**src/rtl/mem_arbiter.sv**
```systemverilog
// rtl/mem_arbiter.sv - two-port round-robin arbiter in front of a block-RAM controller
//
// Purpose: grants one transaction at a time to port A (CPU, read/write) or
// port B (video fetch, read-only), drives the controller's enable/done
// handshake, returns read data with a one-cycle ack to the owning port and
// aborts any transaction that waits TIMEOUT_CYCLES without mem_done.
//
// Ports:
//   clk_i, rst_n_i                   clock, asynchronous active-low reset
//   a_req_i/a_we_i/a_addr_i/a_wdata_i port A request, held until a_ack_o
//   a_ack_o, a_rdata_o               port A completion pulse and read data
//   b_req_i/b_addr_i                 port B read request
//   b_ack_o, b_rdata_o               port B completion pulse and read data
//   mem_addr_o/mem_wdata_o           controller address and write data
//   mem_read_en_o/mem_write_en_o     controller enables, high for the whole WAIT
//   mem_rdata_i, mem_done_i          controller read data and completion pulse
//   err_o                            sticky timeout flag, cleared by reset only
module mem_arbiter #(
   parameter int TIMEOUT_CYCLES = 15
) (
   input  logic        clk_i,
   input  logic        rst_n_i,
   input  logic        a_req_i,
   input  logic        a_we_i,
   input  logic [15:0] a_addr_i,
   input  logic [15:0] a_wdata_i,
   output logic        a_ack_o,
   output logic [15:0] a_rdata_o,
   input  logic        b_req_i,
   input  logic [15:0] b_addr_i,
   output logic        b_ack_o,
   output logic [15:0] b_rdata_o,
   output logic [15:0] mem_addr_o,
   output logic [15:0] mem_wdata_o,
   output logic        mem_read_en_o,
   output logic        mem_write_en_o,
   input  logic [15:0] mem_rdata_i,
   input  logic        mem_done_i,
   output logic        err_o
);

   localparam int CW = $clog2(TIMEOUT_CYCLES + 1);

   typedef enum logic [1:0] {IDLE, WAIT, GAP} state_t;

   state_t        state_q, state_d;
   logic          owner_b_q, owner_b_d;    // 1: port B owns the transaction
   logic          prefer_b_q, prefer_b_d;  // round-robin pointer, 0 favours A
   logic [CW-1:0] cnt_q, cnt_d;
   logic [CW-1:0] cnt_inc;
   logic [15:0]   mem_addr_q, mem_addr_d;
   logic [15:0]   mem_wdata_q, mem_wdata_d;
   logic          rd_en_q, rd_en_d;
   logic          wr_en_q, wr_en_d;
   logic          a_ack_q, a_ack_d;
   logic          b_ack_q, b_ack_d;
   logic [15:0]   a_rdata_q, a_rdata_d;
   logic [15:0]   b_rdata_q, b_rdata_d;
   logic          err_q, err_d;
   logic          grant_b;
   logic          finish;
   logic [15:0]   ret_data;

   // B wins only when it is the sole requester or it is B's turn.
   assign grant_b = b_req_i & (~a_req_i | prefer_b_q);
   assign cnt_inc = cnt_q + CW'(1);

   always_ff @(posedge clk_i or negedge rst_n_i) begin
      if (!rst_n_i) begin
         state_q     <= IDLE;
         owner_b_q   <= 1'b0;
         prefer_b_q  <= 1'b0;
         cnt_q       <= '0;
         mem_addr_q  <= '0;
         mem_wdata_q <= '0;
         rd_en_q     <= 1'b0;
         wr_en_q     <= 1'b0;
         a_ack_q     <= 1'b0;
         b_ack_q     <= 1'b0;
         a_rdata_q   <= '0;
         b_rdata_q   <= '0;
         err_q       <= 1'b0;
      end else begin
         state_q     <= state_d;
         owner_b_q   <= owner_b_d;
         prefer_b_q  <= prefer_b_d;
         cnt_q       <= cnt_d;
         mem_addr_q  <= mem_addr_d;
         mem_wdata_q <= mem_wdata_d;
         rd_en_q     <= rd_en_d;
         wr_en_q     <= wr_en_d;
         a_ack_q     <= a_ack_d;
         b_ack_q     <= b_ack_d;
         a_rdata_q   <= a_rdata_d;
         b_rdata_q   <= b_rdata_d;
         err_q       <= err_d;
      end
   end

   always_comb begin
      state_d     = state_q;
      owner_b_d   = owner_b_q;
      prefer_b_d  = prefer_b_q;
      cnt_d       = cnt_q;
      mem_addr_d  = mem_addr_q;
      mem_wdata_d = mem_wdata_q;
      rd_en_d     = rd_en_q;
      wr_en_d     = wr_en_q;
      a_ack_d     = 1'b0;
      b_ack_d     = 1'b0;
      a_rdata_d   = a_rdata_q;
      b_rdata_d   = b_rdata_q;
      err_d       = err_q;
      finish      = 1'b0;
      ret_data    = mem_rdata_i;

      case (state_q)
         IDLE: begin
            if (a_req_i || b_req_i) begin
               owner_b_d  = grant_b;
               prefer_b_d = ~grant_b;
               cnt_d      = '0;
               if (grant_b) begin
                  mem_addr_d = b_addr_i;
                  rd_en_d    = 1'b1;
                  wr_en_d    = 1'b0;
               end else begin
                  mem_addr_d  = a_addr_i;
                  mem_wdata_d = a_wdata_i;
                  rd_en_d     = ~a_we_i;
                  wr_en_d     = a_we_i;
               end
               state_d = WAIT;
            end
         end
         WAIT: begin
            if (mem_done_i) begin
               finish = 1'b1;
            end else if (cnt_inc == CW'(TIMEOUT_CYCLES)) begin
               // Abort: the owner still gets an ack, with all-ones data.
               finish   = 1'b1;
               ret_data = 16'hFFFF;
               err_d    = 1'b1;
            end else begin
               cnt_d = cnt_inc;
            end
            if (finish) begin
               rd_en_d = 1'b0;
               wr_en_d = 1'b0;
               state_d = GAP;
               if (owner_b_q) begin
                  b_ack_d = 1'b1;
                  if (rd_en_q || !mem_done_i) b_rdata_d = ret_data;
               end else begin
                  a_ack_d = 1'b1;
                  if (rd_en_q || !mem_done_i) a_rdata_d = ret_data;
               end
            end
         end
         GAP: begin
            // One dead cycle so the requester can drop req and done can clear.
            state_d = IDLE;
         end
         default: begin
            state_d = IDLE;
         end
      endcase
   end

   assign a_ack_o        = a_ack_q;
   assign b_ack_o        = b_ack_q;
   assign a_rdata_o      = a_rdata_q;
   assign b_rdata_o      = b_rdata_q;
   assign mem_addr_o     = mem_addr_q;
   assign mem_wdata_o    = mem_wdata_q;
   assign mem_read_en_o  = rd_en_q;
   assign mem_write_en_o = wr_en_q;
   assign err_o          = err_q;

endmodule

```
**config.mk**
```make
export PLATFORM = sky130hd
export DESIGN_NAME = mem_arbiter
export DESIGN_NICKNAME = d
export VERILOG_FILES = /design/src/rtl/mem_arbiter.sv
export SDC_FILE = /design/constraint.sdc
export NUM_CORES = 1
export LEC_CHECK = 0
export ABC_CLOCK_PERIOD_IN_PS = 1900
export BUFFER_PORTS_ARGS = -buffer_cell sky130_fd_sc_hd__buf_2
export CORE_MARGIN = 8
export CORE_UTILIZATION = 45
export CTS_BUF_LIST = sky130_fd_sc_hd__clkbuf_2
export DETAILED_ROUTE_END_ITERATION = 12
export PLACE_DENSITY_LB_ADDON = 0.15
export SLEW_MARGIN = 20
export SYNTH_ARGS = -nofsm -noshare
export SYNTH_HDL_FRONTEND = slang
export SYNTH_SLANG_ARGS = --single-unit
export TNS_END_PERCENT = 1
```
**constraint.sdc**
```tcl
create_clock -name clk_i -period 1.9 [get_ports clk_i]
set_input_delay 0.285 -clock clk_i [delete_from_list [all_inputs] [get_ports clk_i]]
set_output_delay 0.285 -clock clk_i [all_outputs]
set_load 0.005 [all_outputs]
```
==> results of run 1 <==
-- per-stage QoR --
| step | utilization, % | hold slack, ns | power (W) | setup slack [ns] |
|---|---|---|---|---|
| final | 68.1 | 0.0519 | 0.00723 | 0.119 |
| after detailed placement | 58.6 | 0.224 | 0.00595 | 0.114 |
| after CTS | 67.7 | 0.00873 | 0.00720 | 0.0561 |
| after global routing | 68.1 | 0.0283 | 0.00780 | -0.0144 |
| after global placement | 58.6 | 0.222 | 0.00584 | 0.186 |
| after floorplan | - | -0.0106 | 0.00459 | 0.103 |
-- area by class of cell --
| type | instances | area share, % |
|---|---|---|
| Clock buffer | 9 | 0.913 |
| Clock inverter | 7 | 2.46 |
| Inverter | 54 | 4.11 |
| Multi-Input combinational cell | 179 | 23.2 |
| Sequential cell | 77 | 39.1 |
| Tap cell | 99 | 2.51 |
| Timing Repair Buffer | 208 | 27.8 |
-- flip-flops by register name, indices dropped and copies added (netlist names) --
name            count
prefer_b_q          1
b_ack_o             1
mem_write_en_o      1
err_o               1
cnt_q               4
state_q             2
a_ack_o             1
mem_addr_o         16
a_rdata_o          16
owner_b_q           1
b_rdata_o          16
mem_read_en_o       1
mem_wdata_o        16
-- layer usage --
layer	part of all wire, %	vias to the layer above	global-route usage (%)
li1	-	1563	-
met1	41	1572	24.9
met2	46	172	32.6
met3	9.2	35	6.14
met4	4.0	2	11.2
met5	0.13	-	0
-- critical path: cells and delay by family (launching register included) --
kind	cells	cell delay, ns
buffers and inverters	2	0.32
AOI/OAI and AO/OA	3	0.48
and+or+nand+nor	1	0.19
adders and majority gates	1	0.22
DFF	1	0.48
-- cells in the final DEF (no fill, tap or decap), types with 2 or more instances in the layout --
cell type        n
buf_2          137
dfrtp_1         75
nand2_1         55
inv_1           54
dlygate4sd3_1   49
o22ai_1         33
a22oi_1         32
buf_4           19
a222oi_1        16
clkbuf_2         9
o21ai_0          6
nand2b_1         5
nand3_1          4
bufinv_16        3
nand3b_1         2
nor3b_1          2
nor2_1           2
and3_1           2
a31o_2           2
ha_1             2
clkinv_4         2
dfrtp_2          2
buf_12           2
-- where the power goes --
| part | switching [W] | leakage [nW] | internal [W] |
|---|---|---|---|
| Sequential | 0.000522 | 0.960 | 0.00238 |
| Clock | 0.000601 | 0.0965 | 0.000575 |
| Combinational | 0.00159 | 1.59 | 0.00156 |
| Total | 0.00272 | 2.65 | 0.00451 |
-- cells by family after synthesis --
family / Yosys count
compound gates: 101
fa+ha+maj: 2
buf+inv: 76
flops: 77
mux: 1
simple gates: 75
-- what timing repair did --
action                                  CTS  global route
hold buffers                             49             0
resized for setup                         0             3
setup buffers                             0             3
hold endpoints to repair                 57             0
endpoints found under the setup margin    0             5
-- path summary, 6_finish.rpt --
check,startpoint,to,slack [ns]
setup / recovery,cnt_q[0]$_DFFE_PN0P_,a_rdata_o[7]$_DFFE_PN0P_,0.12
hold reg to reg,mem_wdata_o[14]$_DFFE_PN0P_,mem_wdata_o[14]$_DFFE_PN0P_,0.50
hold / removal,a_we_i,mem_write_en_o$_DFFE_PN0P_,0.05
setup reg to reg,cnt_q[0]$_DFFE_PN0P_,a_rdata_o[7]$_DFFE_PN0P_,0.12
max in group asynchronous,rst_n_i,b_rdata_o[7]$_DFFE_PN0P_,1.11
min in group asynchronous,rst_n_i,a_rdata_o[2]$_DFFE_PN0P_,0.19
==> impl_metrics.env, run 1 <==
export IMPL_fill_cells=581
export IMPL_die_width_um=103
export IMPL_synth_seq_area_share_pct=57.2
export IMPL_initial_core_util_pct=46.5
export IMPL_antenna_left=0
export IMPL_syn_nets=404
export IMPL_first_pass_iters=8
export IMPL_endpoint_kind="flop"
export IMPL_r2r_cells=7
export IMPL_synth_area_mm2=0.00337
export IMPL_place_gp_congestion=0.740
export IMPL_die_area_mm2=0.0105
export IMPL_dp_cells=565
export IMPL_finalInstanceArea_mm2=0.00494
export IMPL_via_per_inst=5.28
export IMPL_grt_antenna_before_repair=1
export IMPL_maxCapViolations=0
export IMPL_fin_crit_ns=1.78
export IMPL_synth_simple_area_share_pct=9.76
export IMPL_cts_tree="built"
export IMPL_fin_nets=601
export IMPL_start_kind="flop"
export IMPL_wl_per_cell_um=16.6
export IMPL_drc=0
export IMPL_p_per_area_mw_per_mm2=1460
export IMPL_layout_drive_gt1_share_pct=34.6
export IMPL_track_usage_pct=20.7
export IMPL_leakage_nw=2.65
export IMPL_synth_edf_count=0
export IMPL_clkSinkCount=77
export IMPL_synth_largest_area_cell="dfrtp_1"
export IMPL_grt_max_degree=53
export IMPL_ys_top_cells_by_area="dfrtp_1, a22oi_1, nand2_1"
export IMPL_ys_flop_type="dfrtp_1"
export IMPL_slowest_stage="dfrtp_2"
export IMPL_fmax_mhz=561
export IMPL_via_count=3344
export IMPL_overflow=0
export IMPL_final_hold_viol_count=0
export IMPL_grt_pass1_vias=3539
export IMPL_avgSynthCellArea_um2=10.2
export IMPL_synthDominantCellAreaShare_pct=57.2
export IMPL_max_slew_margin_pct=57.0
export IMPL_crit_type="reg2reg"
export IMPL_status="finished, final reports clean"
export IMPL_setup_viol=0
export IMPL_worst_slew_pin_slew_ns=0.645
export IMPL_h_tree_depth=3
export IMPL_io_pins=139
export IMPL_crit_arrival_ns=2.20
export IMPL_rows=31
export IMPL_die_h_um=103
export IMPL_netlist_instances=332
export IMPL_worstPathRequired_ns=2.32
export IMPL_fin_crit_sh_pct=93.7
export IMPL_stdcell_count=633
export IMPL_synth_distinct_cells=32
export IMPL_cts_max_path_buffers=2
export IMPL_multi_input_area_mm2=0.00114
export IMPL_cts_root_buf="clkbuf_2"
export IMPL_worstPathCellList="ha_1, nand2b_1, a211oi_4, buf_6, o21ai_4, buf_4, a22oi_1"
export IMPL_synth_compound_area_share_pct=23.1
export IMPL_drv_slew=0
export IMPL_synth_adder_area_share_pct=0.742
export IMPL_cts_buffers=9
export IMPL_critPathMaxFanout=8
export IMPL_synth_mux_area_share_pct=0.297
export IMPL_core_area_mm2=0.00725
export IMPL_slowest_delay_ns=0.48
export IMPL_areaGrowthSynthToFinish_pct=46.4
export IMPL_hpwl_mm=6.78
export IMPL_synth_seq_cells=77
export IMPL_async_flop_share_pct=100
export IMPL_hold_path_depth=3
export IMPL_synthTopCellsByCount="dfrtp_1, nand2_1, inv_1"
export IMPL_clk_pin_slew_worst_paths_ns=0.22
export IMPL_drtIter0Drc=245
export IMPL_clock_latency_ns=0.51
export IMPL_worst_clock_skew_ns=0.0306
export IMPL_synth_most_common_cell="dfrtp_1"
export IMPL_hp_class="in2reg"
export IMPL_synth_warnings=0
export IMPL_drt_total_wl_mm=10.5
export IMPL_dpl_cell_area_mm2=0.00425
export IMPL_totalNegativeSetupSlack_ns=0
export IMPL_synth_top_family_by_area="compound AO/OA/AOI/OAI gates"
export IMPL_io_buffers=138
export IMPL_max_vdd_ir_drop_uv=690
export IMPL_ff_latch_area_mm2=0.00193
export IMPL_synth_xor_area_share_pct=0
export IMPL_grt_pass1_wl_mm=17.0
export IMPL_antennaDiodeCount=0
Power figures use the tool's default switching activity.
==> inputs of run 2 (changes only) <==
--- a/config.mk
+++ b/config.mk
@@ -5,10 +5,10 @@
 export SDC_FILE = /design/constraint.sdc
 export NUM_CORES = 1
 export LEC_CHECK = 0
-export ABC_CLOCK_PERIOD_IN_PS = 1900
+export ABC_CLOCK_PERIOD_IN_PS = 2100
 export BUFFER_PORTS_ARGS = -buffer_cell sky130_fd_sc_hd__buf_2
 export CORE_MARGIN = 8
-export CORE_UTILIZATION = 45
+export CORE_UTILIZATION = 53
 export CTS_BUF_LIST = sky130_fd_sc_hd__clkbuf_2
 export DETAILED_ROUTE_END_ITERATION = 12
 export PLACE_DENSITY_LB_ADDON = 0.15
==> constraint.sdc (replaced) <==
create_clock -name clk_i -period 2.1 [get_ports clk_i]
set_input_delay 0.315 -clock clk_i [delete_from_list [all_inputs] [get_ports clk_i]]
set_output_delay 0.315 -clock clk_i [all_outputs]
set_load 0.02 [all_outputs]
==> run 2 against run 1 <==
Effect of this change: first-iteration DRC count down 4.9%; global-route usage up 3.2 points; routed wire length down 0.36%; sequential power down 9.3%; register-to-register slack better by 0.03 ns; design area down 4.0%; worst hold slack worse by 0.00095 ns; critical path type unchanged; largest cell class unchanged.
==> impl_metrics.env, run 2 (synthesis results as in run 1) <==
export IMPL_final_hold_viol_count=0
export IMPL_track_usage_pct=23.8
export IMPL_die_width_um=95.8
export IMPL_die_area_mm2=0.00917
export IMPL_final_cell_mix="buf_2, dfrtp_1, nand2_1"
export IMPL_fin_nets=587
export IMPL_drt_total_wl_mm=10.5
export IMPL_place_gp_congestion=0.775
export IMPL_start_kind="flop"
export IMPL_startpoint="state_q[1]$_DFFE_PN0P_"
export IMPL_dp_slack_ns=0.165
export IMPL_grt_pass1_wl_mm=17.1
export IMPL_max_slew_margin_pct=57.1
export IMPL_cts_root_buf="clkbuf_2"
export IMPL_cts_tree="built"
export IMPL_crit_end="mem_addr_o[1]$_DFFE_PN0P_"
export IMPL_setup_viol=0
export IMPL_first_pass_iters=9
export IMPL_cts_buffers=9
export IMPL_rsz0062_at_grt="false"
export IMPL_met1_usage_pct=27.6
export IMPL_h_tree_depth=3
export IMPL_worstPathRequired_ns=2.48
export IMPL_worst_clock_skew_ns=0.0252
export IMPL_slowest_stage="a222oi_1"
export IMPL_wl_per_cell_um=17.5
export IMPL_maxCapViolations=0
export IMPL_clk_pin_slew_worst_paths_ns=0.22
export IMPL_met3_usage_pct=8.03
export IMPL_rows=29
export IMPL_io_pins=139
export IMPL_cts_max_path_buffers=2
export IMPL_die_h_um=95.8
export IMPL_hold_path_depth=3
export IMPL_via_count=3300
export IMPL_worstReg2RegEnd="mem_addr_o[1]$_DFFE_PN0P_"
export IMPL_critPathMaxFanout=17
export IMPL_fin_ws_ns=0.149
export IMPL_finalInstanceArea_mm2=0.00474
export IMPL_reg2reg_slack_ns=0.15
export IMPL_antenna_left=0
export IMPL_grt_antenna_before_repair=2
export IMPL_layout_drive_gt1_share_pct=32.9
export IMPL_status="finished, final reports clean"
export IMPL_worstPathCellList="nor2_1, o21ai_1, buf_4, a222oi_1, inv_1"
export IMPL_endpoint_kind="flop"
export IMPL_drc=0
export IMPL_worst_slew_pin_slew_ns=0.644
export IMPL_clkSinkCount=77
export IMPL_top_usage_layer="met2"
export IMPL_core_area_mm2=0.00624
export IMPL_use_met2_pct=39.1
export IMPL_r2r_cells=5
export IMPL_fin_crit_sh_pct=92.9
export IMPL_hp_class="in2reg"
export IMPL_cts_resized=0
export IMPL_slowest_delay_ns=0.48
export IMPL_hpwl_mm=6.54
export IMPL_fmax_mhz=513
export IMPL_overflow=0
export IMPL_areaGrowthSynthToFinish_pct=40.6
export IMPL_initial_core_util_pct=54.0
export IMPL_rr_startpoint="state_q[1]$_DFFE_PN0P_"
export IMPL_fin_crit_ns=1.95
export IMPL_via_per_inst=5.51
export IMPL_fill_cells=445
export IMPL_totalNegativeSetupSlack_ns=0
export IMPL_grt_pass1_vias=3469
export IMPL_max_vdd_ir_drop_uv=906
export IMPL_grt_max_degree=42
export IMPL_p_per_area_mw_per_mm2=1450
export IMPL_clock_latency_ns=0.50
export IMPL_crit_arrival_ns=2.33
export IMPL_final_common_cell="buf_2"
export IMPL_io_buffers=138
export IMPL_final_util_pct=76.0
export IMPL_crit_type="reg2reg"
export IMPL_drtIter0Drc=233
export IMPL_drv_slew=0
export IMPL_leakage_nw=2.55
export IMPL_dpl_cell_area_mm2=0.00415
-- run 2: cell types whose count changed in the layout (fill, tap and decap cells not counted), moves of 2 or more --
cell           change
diode_2            +2
bufinv_16          -2
dlygate4sd3_1      -3
clkinvlp_4         +2
clkinv_4           -2
buf_4             -10
dfrtp_2            -2
dfrtp_1            +2
-- run 2: final cells by class --
type	count	area, µm²	share of cell area [%]
multi-input cells	179	1140	24.1
repair buffers	194	1250	26.4
inverters	54	203	4.28
clock buffers	10	50.0	1.06
diodes	2	5.00	0.106
flip-flops and latches	77	1930	40.6
clock inverters	6	62.6	1.32
well taps	77	96.3	2.03
-- run 2: timing repair --
item                                    4_1_cts  5_1_grt
endpoints found under the hold margin        68        0
endpoints found under the setup margin        0       14
hold buffers                                 46        0
setup buffers                                 0        2
-- run 2: metrics by stage --
step,power [W],std cells,hold WS [ns]
4_1_cts,0.00687,595,0.000488
5_1_grt,0.00738,599,0.00870
2_1_floorplan,0.00484,332,0.0194
6_report,0.00689,599,0.0509
3_3_place_gp,0.00589,533,0.312
3_5_place_dp,0.00601,533,0.314
-- run 2: critical path, delay by kind of cell, from the launching register on --
family / cells / cell delay [ns]
compound gates: 2 / 0.74
buf+inv: 2 / 0.38
flops: 1 / 0.47
simple gates: 1 / 0.23
-- run 2: power breakdown --
part / internal (W) / switching [W]
clock network: 0.000278 / 0.000514
registers: 0.00215 / 0.000478
logic: 0.00133 / 0.00214
total: 0.00376 / 0.00313
-- run 2: worst min-delay path by stage --
stage | slack [ns] | to | start
finish | 0.05 | mem_addr_o[11]$_DFFE_PN0P_ | b_addr_i[11]
global route | 0.009 | mem_addr_o[11]$_DFFE_PN0P_ | b_addr_i[11]
CTS | 0.0005 | mem_addr_o[11]$_DFFE_PN0P_ | b_addr_i[11]
detailed placement | 0.31 | mem_addr_o[11]$_DFFE_PN0P_ | rst_n_i
global placement | 0.31 | mem_addr_o[11]$_DFFE_PN0P_ | rst_n_i
floorplan | 0.02 | a_ack_o$_DFF_PN0_ | rst_n_i
-- run 2: layer usage --
metal | up-vias | wire (µm)
met4 | 0 | 248
met2 | 136 | 5230
li1 | 1542 | -
met5 | - | 0
met1 | 1601 | 3970
met3 | 21 | 1060
